--- config.mk ---
export PLATFORM = sky130hd
export DESIGN_NAME = mem_line_responder
export DESIGN_NICKNAME = d
export VERILOG_FILES = /design/src/rtl/mem_line_responder.sv
export SDC_FILE = /design/constraint.sdc
export NUM_CORES = 1
export LEC_CHECK = 0
export CAP_MARGIN = 20
export CORE_MARGIN = 2
export CORE_UTILIZATION = 50
export DETAILED_ROUTE_END_ITERATION = 6
export PLACE_DENSITY = 0.83
export SLEW_MARGIN = 5
export SYNTH_ARGS = -nofsm -noshare
export SYNTH_HDL_FRONTEND = slang
export SYNTH_SLANG_ARGS = --single-unit
--- constraint.sdc ---
create_clock -name clk -period 26 [get_ports clk]
set_clock_uncertainty 0.05 [all_clocks]
set_input_delay 3.9 -clock clk [delete_from_list [all_inputs] [get_ports clk]]
set_output_delay 3.9 -clock clk [all_outputs]
set_load 0.01 [all_outputs]
--- src/rtl/mem_line_responder.sv ---
// Cache-line responder: splits a WORD_W*WORDS line into word beats on the physical
// memory bus, reassembles read beats, and pulses mem_resp once the line completes.
module mem_line_responder #(
  parameter int WORD_W = 16,
  parameter int WORDS  = 8,
  parameter int OFFS_W = 4
) (
  input  logic                     clk,
  input  logic                     reset,
  input  logic                     mem_read,
  input  logic                     mem_write,
  input  logic [15:0]              mem_address,
  input  logic [WORD_W*WORDS-1:0]  mem_wdata,
  output logic [WORD_W*WORDS-1:0]  mem_rdata,
  output logic                     mem_resp,
  output logic                     pmem_read,
  output logic                     pmem_write,
  output logic [15:0]              pmem_address,
  output logic [WORD_W-1:0]        pmem_wdata,
  input  logic [WORD_W-1:0]        pmem_rdata,
  input  logic                     pmem_resp
);

  localparam int          LINE_W     = WORD_W * WORDS;
  localparam int          BEAT_W     = $clog2(WORDS);
  localparam logic [15:0] WORD_BYTES = 16'(WORD_W / 8);
  localparam logic [15:0] OFFS_MASK  = 16'((1 << OFFS_W) - 1);

  typedef enum logic [1:0] {
    IDLE       = 2'd0,
    READ_BEAT  = 2'd1,
    WRITE_BEAT = 2'd2,
    RESPOND    = 2'd3
  } state_t;

  state_t              state, state_nxt;
  logic [BEAT_W-1:0]   beat;
  logic [15:0]         line_base;
  logic [LINE_W-1:0]   wbuf;
  logic [LINE_W-1:0]   rbuf;
  logic                accept_rd, accept_wr;
  logic                beat_done, last_beat;

  assign last_beat    = (beat == BEAT_W'(WORDS - 1));
  assign beat_done    = pmem_resp && ((state == READ_BEAT) || (state == WRITE_BEAT));
  assign pmem_address = line_base + (16'(beat) * WORD_BYTES);
  assign pmem_wdata   = wbuf[beat*WORD_W +: WORD_W];
  assign mem_rdata    = rbuf;

  always_ff @(posedge clk or posedge reset) begin
    if (reset) state <= IDLE;
    else       state <= state_nxt;
  end

  // Read has priority; a write still held after the read line is picked up on the next IDLE pass.
  always_comb begin
    state_nxt  = state;
    accept_rd  = 1'b0;
    accept_wr  = 1'b0;
    mem_resp   = 1'b0;
    pmem_read  = 1'b0;
    pmem_write = 1'b0;
    case (state)
      IDLE: begin
        if (mem_read) begin
          accept_rd = 1'b1;
          state_nxt = READ_BEAT;
        end else if (mem_write) begin
          accept_wr = 1'b1;
          state_nxt = WRITE_BEAT;
        end
      end
      READ_BEAT: begin
        pmem_read = 1'b1;
        if (pmem_resp && last_beat) state_nxt = RESPOND;
      end
      WRITE_BEAT: begin
        pmem_write = 1'b1;
        if (pmem_resp && last_beat) state_nxt = RESPOND;
      end
      RESPOND: begin
        mem_resp  = 1'b1;
        state_nxt = IDLE;
      end
      default: state_nxt = IDLE;
    endcase
  end

  // Request fields are captured once at acceptance; later changes on the request side are ignored.
  always_ff @(posedge clk or posedge reset) begin
    if (reset) begin
      beat      <= '0;
      line_base <= '0;
      wbuf      <= '0;
      rbuf      <= '0;
    end else begin
      if (accept_rd || accept_wr) begin
        line_base <= mem_address & ~OFFS_MASK;
        beat      <= '0;
      end
      if (accept_wr) wbuf <= mem_wdata;
      if (beat_done) begin
        if (state == READ_BEAT) rbuf[beat*WORD_W +: WORD_W] <= pmem_rdata;
        beat <= last_beat ? '0 : beat + 1'b1;
      end
    end
  end

endmodule

* Yosys cells after proc, flatten, opt, wreduce, memory -nomap -nowiden
Cells that the tools add are included.
** Operators by class
- Shift-type cells :: 3
- Eq/ne operators :: 6
- Add/sub/neg operators :: 3
- Reductions and logical operators :: 9
- Multiplexer cells :: 16
** Operators by type and width (count)
- bitwise mux 128 bit :: 1
- variable shift 16 x 34 -> 128 bit, first input constant :: 1
- indexed part select 128 x 8 -> 16 bit :: 1
- indexed part select 16 x 34 -> 128 bit :: 1
- negator 7 -> 34 bit :: 1
- adder 16 x 4 -> 16 bit :: 1
- two-way mux 3 bit :: 3
- two-way mux 1 bit :: 8
- two-way mux 2 bit :: 3
- case mux 2 bit (3 select lines) :: 1
- equality test 2 bit, second input constant :: 2
- AND reduction 2 bit :: 2
- adder 3 x 1 -> 3 bit, second input constant :: 1
- equality test 3 bit, second input constant :: 1
- inequality test 3 bit, second input constant :: 1
- equality test 2 x 1 -> 1 bit, second input constant :: 1
- logical AND 1 bit :: 2
- logical NOT 2 bit :: 1
- logical OR 1 bit :: 2
- inequality test 2 x 1 -> 1 bit, second input constant :: 1
- nonzero test 2 bit :: 1
- OR reduction 2 bit :: 1
** Word-level totals
- Logic and storage cells :: 42
- Bits of input ports :: 165
- Register bits :: 273

* Depth between registers and ports, before layout
- Depth after elaboration :: 6
- Gate-level depth with buffers :: 10
- Depth with buffers taken out :: 6

* Worst setup path before layout
OpenSTA, ideal clock, no wires.
- Kind :: reg-to-output
- Start :: register beat[0]
- End :: output pmem_wdata[10]
- Stages on the path, launching flop included :: 6
- Setup slack :: 20.410 ns
- Path buffers :: 2
- Arrival :: 1.640 ns
- Cells stage by stage :: dfrtp_1 buf_4 buf_2 mux4_2 nand2_1 nand2_1
** Between the ends
- Word-level cells in the longest chain between the ends :: 1
** RTL lines
- start: declaration :: line 37 : logic [BEAT_W-1:0] beat;
- start signal: assignment :: line 104 : beat <= last_beat ? '0 : beat + 1'b1;
- indexed part select 128 x 8 -> 16 bit :: line 47 : assign pmem_wdata = wbuf[beat*WORD_W +: WORD_W];
- end: declaration :: line 19 : output logic [WORD_W-1:0] pmem_wdata,
No other way between the ends.

* Worst setup path in the final report
- Start :: register beat[1]
- End :: output pmem_wdata[13]
The elaborated chain is that of the path after synthesis.

==> results.json <==
{
  "finalInstanceArea_mm2": 0.0166,
  "die_area_mm2": 0.0252,
  "die_y_um": 159,
  "hold_path_startpoint": "wbuf[79]",
  "avgViaCountPerCell": 5.28,
  "outcome": "finished clean",
  "path_cells": "clkinv_1 > nand2_1 > nand2_1 > clkdlybuf4s50_1",
  "final_cells": 1463,
  "root_buffer": "clkbuf_16",
  "core_area_mm2": 0.0235,
  "max_freq_mhz": 139,
  "synthesis.nets": 975,
  "worst_pin_slew_ns": 1.14,
  "cts_hold_buf": 0,
  "finalCritPeriodShare_pct": 27.6,
  "grt_pass1_vias": 8254,
  "antenna_found_initial": 0,
  "holdPathEnd": "wbuf[79]",
  "grt_use_total_pct": 24.2,
  "wl_per_cell_um": 20.9,
  "yosys_register_bits": 273,
  "ys_types": 33,
  "final_max_slew_viol_count": 0,
  "synth_largest_area_cell": "dfrtp_1",
  "post_cts_resized": 0,
  "p_total_w": 0.00181,
  "grt_max_degree": 128,
  "p_per_area_mw_per_mm2": 109,
  "yosys_warnings": 0,
  "worstSetupStartpointType": "register",
  "setup_viol": 0,
  "finalWirelength_um": 30600,
  "reg2regPathDepth": 5,
  "r2r_end": "mem_rdata[94]",
  "netlist_area_mm2": 0.0120,
  "slowest_stage": "dfrtp_1",
  "synth.area.top_cells": "dfrtp_1, mux2_2, mux4_2, mux2_4, and2_1",
  "drive_above_1_share_pct": 31.4,
  "setup_tns_ns": 0,
  "path_clk_slew_ns": 0.06,
  "fillerInstances": 1581,
  "required_ns": 22.05,
  "r2r_start": "beat[1]",
  "hold_class": "reg -> reg",
  "fp.dieW_um": 159,
  "worst_path_largest_cell_delay_ns": 0.91,
  "endpoint_kind": "primary output",
  "place_congestion": 0.767,
  "period_needed_ns": 7.18,
  "nNetsFinal": 1297,
  "numClockSinks": 273,
  "drtPass1Iterations": 5,
  "cp_num_buf_inv": 2,
  "rsz0062_at_grt": "no",
  "holdPathStages": 1,
  "first_iter_violations": 379,
  "cts_inserted_buffers": 30,
  "dp.cells": 1403,
  "overflow": 0,
  "grt_pass1_wl_um": 47900,
  "ir_drop_uv": 79.9,
  "dpl.hpwl_um": 21500,
  "pre_cts_ws_ns": 18.92,
  "path_delay_family": "buffers and inverters",
  "clock_path_buffers": 3,
  "critPathArrivalTime_ns": 3.23,
  "r2r_setup_slack_ns": 21.76,
  "worst_slack_ns": 18.82,
  "cpMostUsedCell": "nand2_1",
  "syn_inst": 798,
  "areaGrowthSynthToFinish_pct": 38.1,
  "postCtsSetupBuffers": 0,
  "power.leakage_nw": 7.53,
  "vias": 7727,
  "critical_path_class": "reg -> out",
  "cts_tree": "done",
  "slew_headroom_pct": 23.9,
  "dpl_cell_area_mm2": 0.0154,
  "route.detailed.drc": 0,
  "num_rows": 56,
  "clock_latency_ns": 0.54,
  "synth-seq-area-share_pct": 57.0,
  "finalHoldViolCount": 0,
  "io_pins": 328,
  "maxCapViolations": 0,
  "syn_area_per_cell_um2": 15.0,
  "ant_nets": 0,
  "portBuffers": 322,
  "start_util_pct": 51.1,
  "crit_fanout": 23,
  "synth_top_area_share_pct": 57.0,
  "htreeDepth": 1
}
synthesized netlist by cell type, drive strengths merged:
library cell,instances
and3b,4
o311a,1
and4bb,1
ha,12
nand4b,1
o31ai,1
dfrtp,273
nand4bb,1
mux2,252
inv,21
nand3b,1
nand2,68
nand3,7
o21ai,3
nand2b,1
nor2,1
clkbuf,9
buf,35
mux2i,19
clkinv,1
mux4,32
nor3,1
and2,48
a21oi,1
nor3b,3
conb,1
flip-flops by register name (all words and copies together) (netlist names):
| signal | flops |
|---|---|
| beat | 3 |
| line_base | 12 |
| mem_rdata | 128 |
| state | 2 |
| wbuf | 128 |
metal layers:
metal | wire length, um | share of wire [%] | global-route usage, %
met1 | 12000 | 39 | 29.5
met2 | 15500 | 51 | 42.7
met5 | 0 | 0 | 0
met3 | 2650 | 8.7 | 7.47
met4 | 469 | 1.5 | 5.12
worst reg2reg max path, cell delays in order, from the launching register on:
cell      delay, ns
dfrtp_1        0.91
clkinv_1       0.84
ha_1           0.49
ha_1           0.39
and3b_1        1.01
mux2_2         0.43
worst max path at each step:
| stage | endpoint | start | cells past startpoint | slack [ns] |
|---|---|---|---|---|
| 3_3_place_gp | wbuf[75] | reset | 4 | 18.92 |
| 6_report | pmem_wdata[13] | beat[1] | 4 | 18.82 |
| 5_1_grt | pmem_wdata[6] | beat[1] | 4 | 18.57 |
| 2_1_floorplan | beat[0] | reset | 1 | 14.53 |
| 4_1_cts | pmem_wdata[13] | beat[1] | 4 | 18.76 |
| 3_5_place_dp | wbuf[10] | reset | 4 | 18.92 |
stage by stage:
step           utilization [%]  hold WS, ns
6_report                  70.6        0.448
5_1_grt                   70.6        0.464
4_1_cts                   70.3        0.451
3_5_place_dp              65.7        0.437
3_3_place_gp              65.6        0.432
2_1_floorplan                -        0.424
kinds of logic (layout without fill, tap and decap cells):
kind of cell | after synthesis | count (layout) | share of synthesized area [%]
AOI/OAI and AO/OA | 6 | 6 | 0.407
DFF | 273 | 273 | 57.0
and+or+nand+nor | 137 | 137 | 6.04
buffers and inverters | 66 | 411 | 3.09
other | 1 | 2 | 0.0313
adders and majority gates | 12 | 12 | 1.25
muxes | 303 | 303 | 32.2
area by class of cell:
type	count	area (um2)	share of cell area (%)
antenna	1	2.50	0.0151
clock buffer	40	860	5.19
clock inverter	15	240	1.45
inverter	22	90.1	0.544
multi-input combinational	459	4800	29.0
sequential	273	6830	41.3
tap	319	399	2.41
timing repair buffer	334	3330	20.1
layout by cell type, fill, tap and decap left out, types with 3 or more instances in the layout:
cell type,count
and2_1,48
and3b_1,4
buf_4,8
bufinv_16,6
clkbuf_1,4
clkbuf_16,31
clkbuf_8,6
clkdlybuf4s50_1,322
clkinv_2,4
clkinvlp_4,3
dfrtp_1,271
ha_1,12
inv_1,20
mux2_2,222
mux2_4,30
mux2i_1,19
mux4_2,32
nand2_1,68
nand3_1,4
nand3_2,3
power by group:
group | leakage [nW] | total, W | switching [W] | internal (W)
Sequential | 3.44 | 0.000674 | 0.0000978 | 0.000576
Clock | 0.532 | 0.000462 | 0.000171 | 0.000291
Combinational | 3.55 | 0.000672 | 0.000273 | 0.000399
Power figures use the tool's default switching activity.
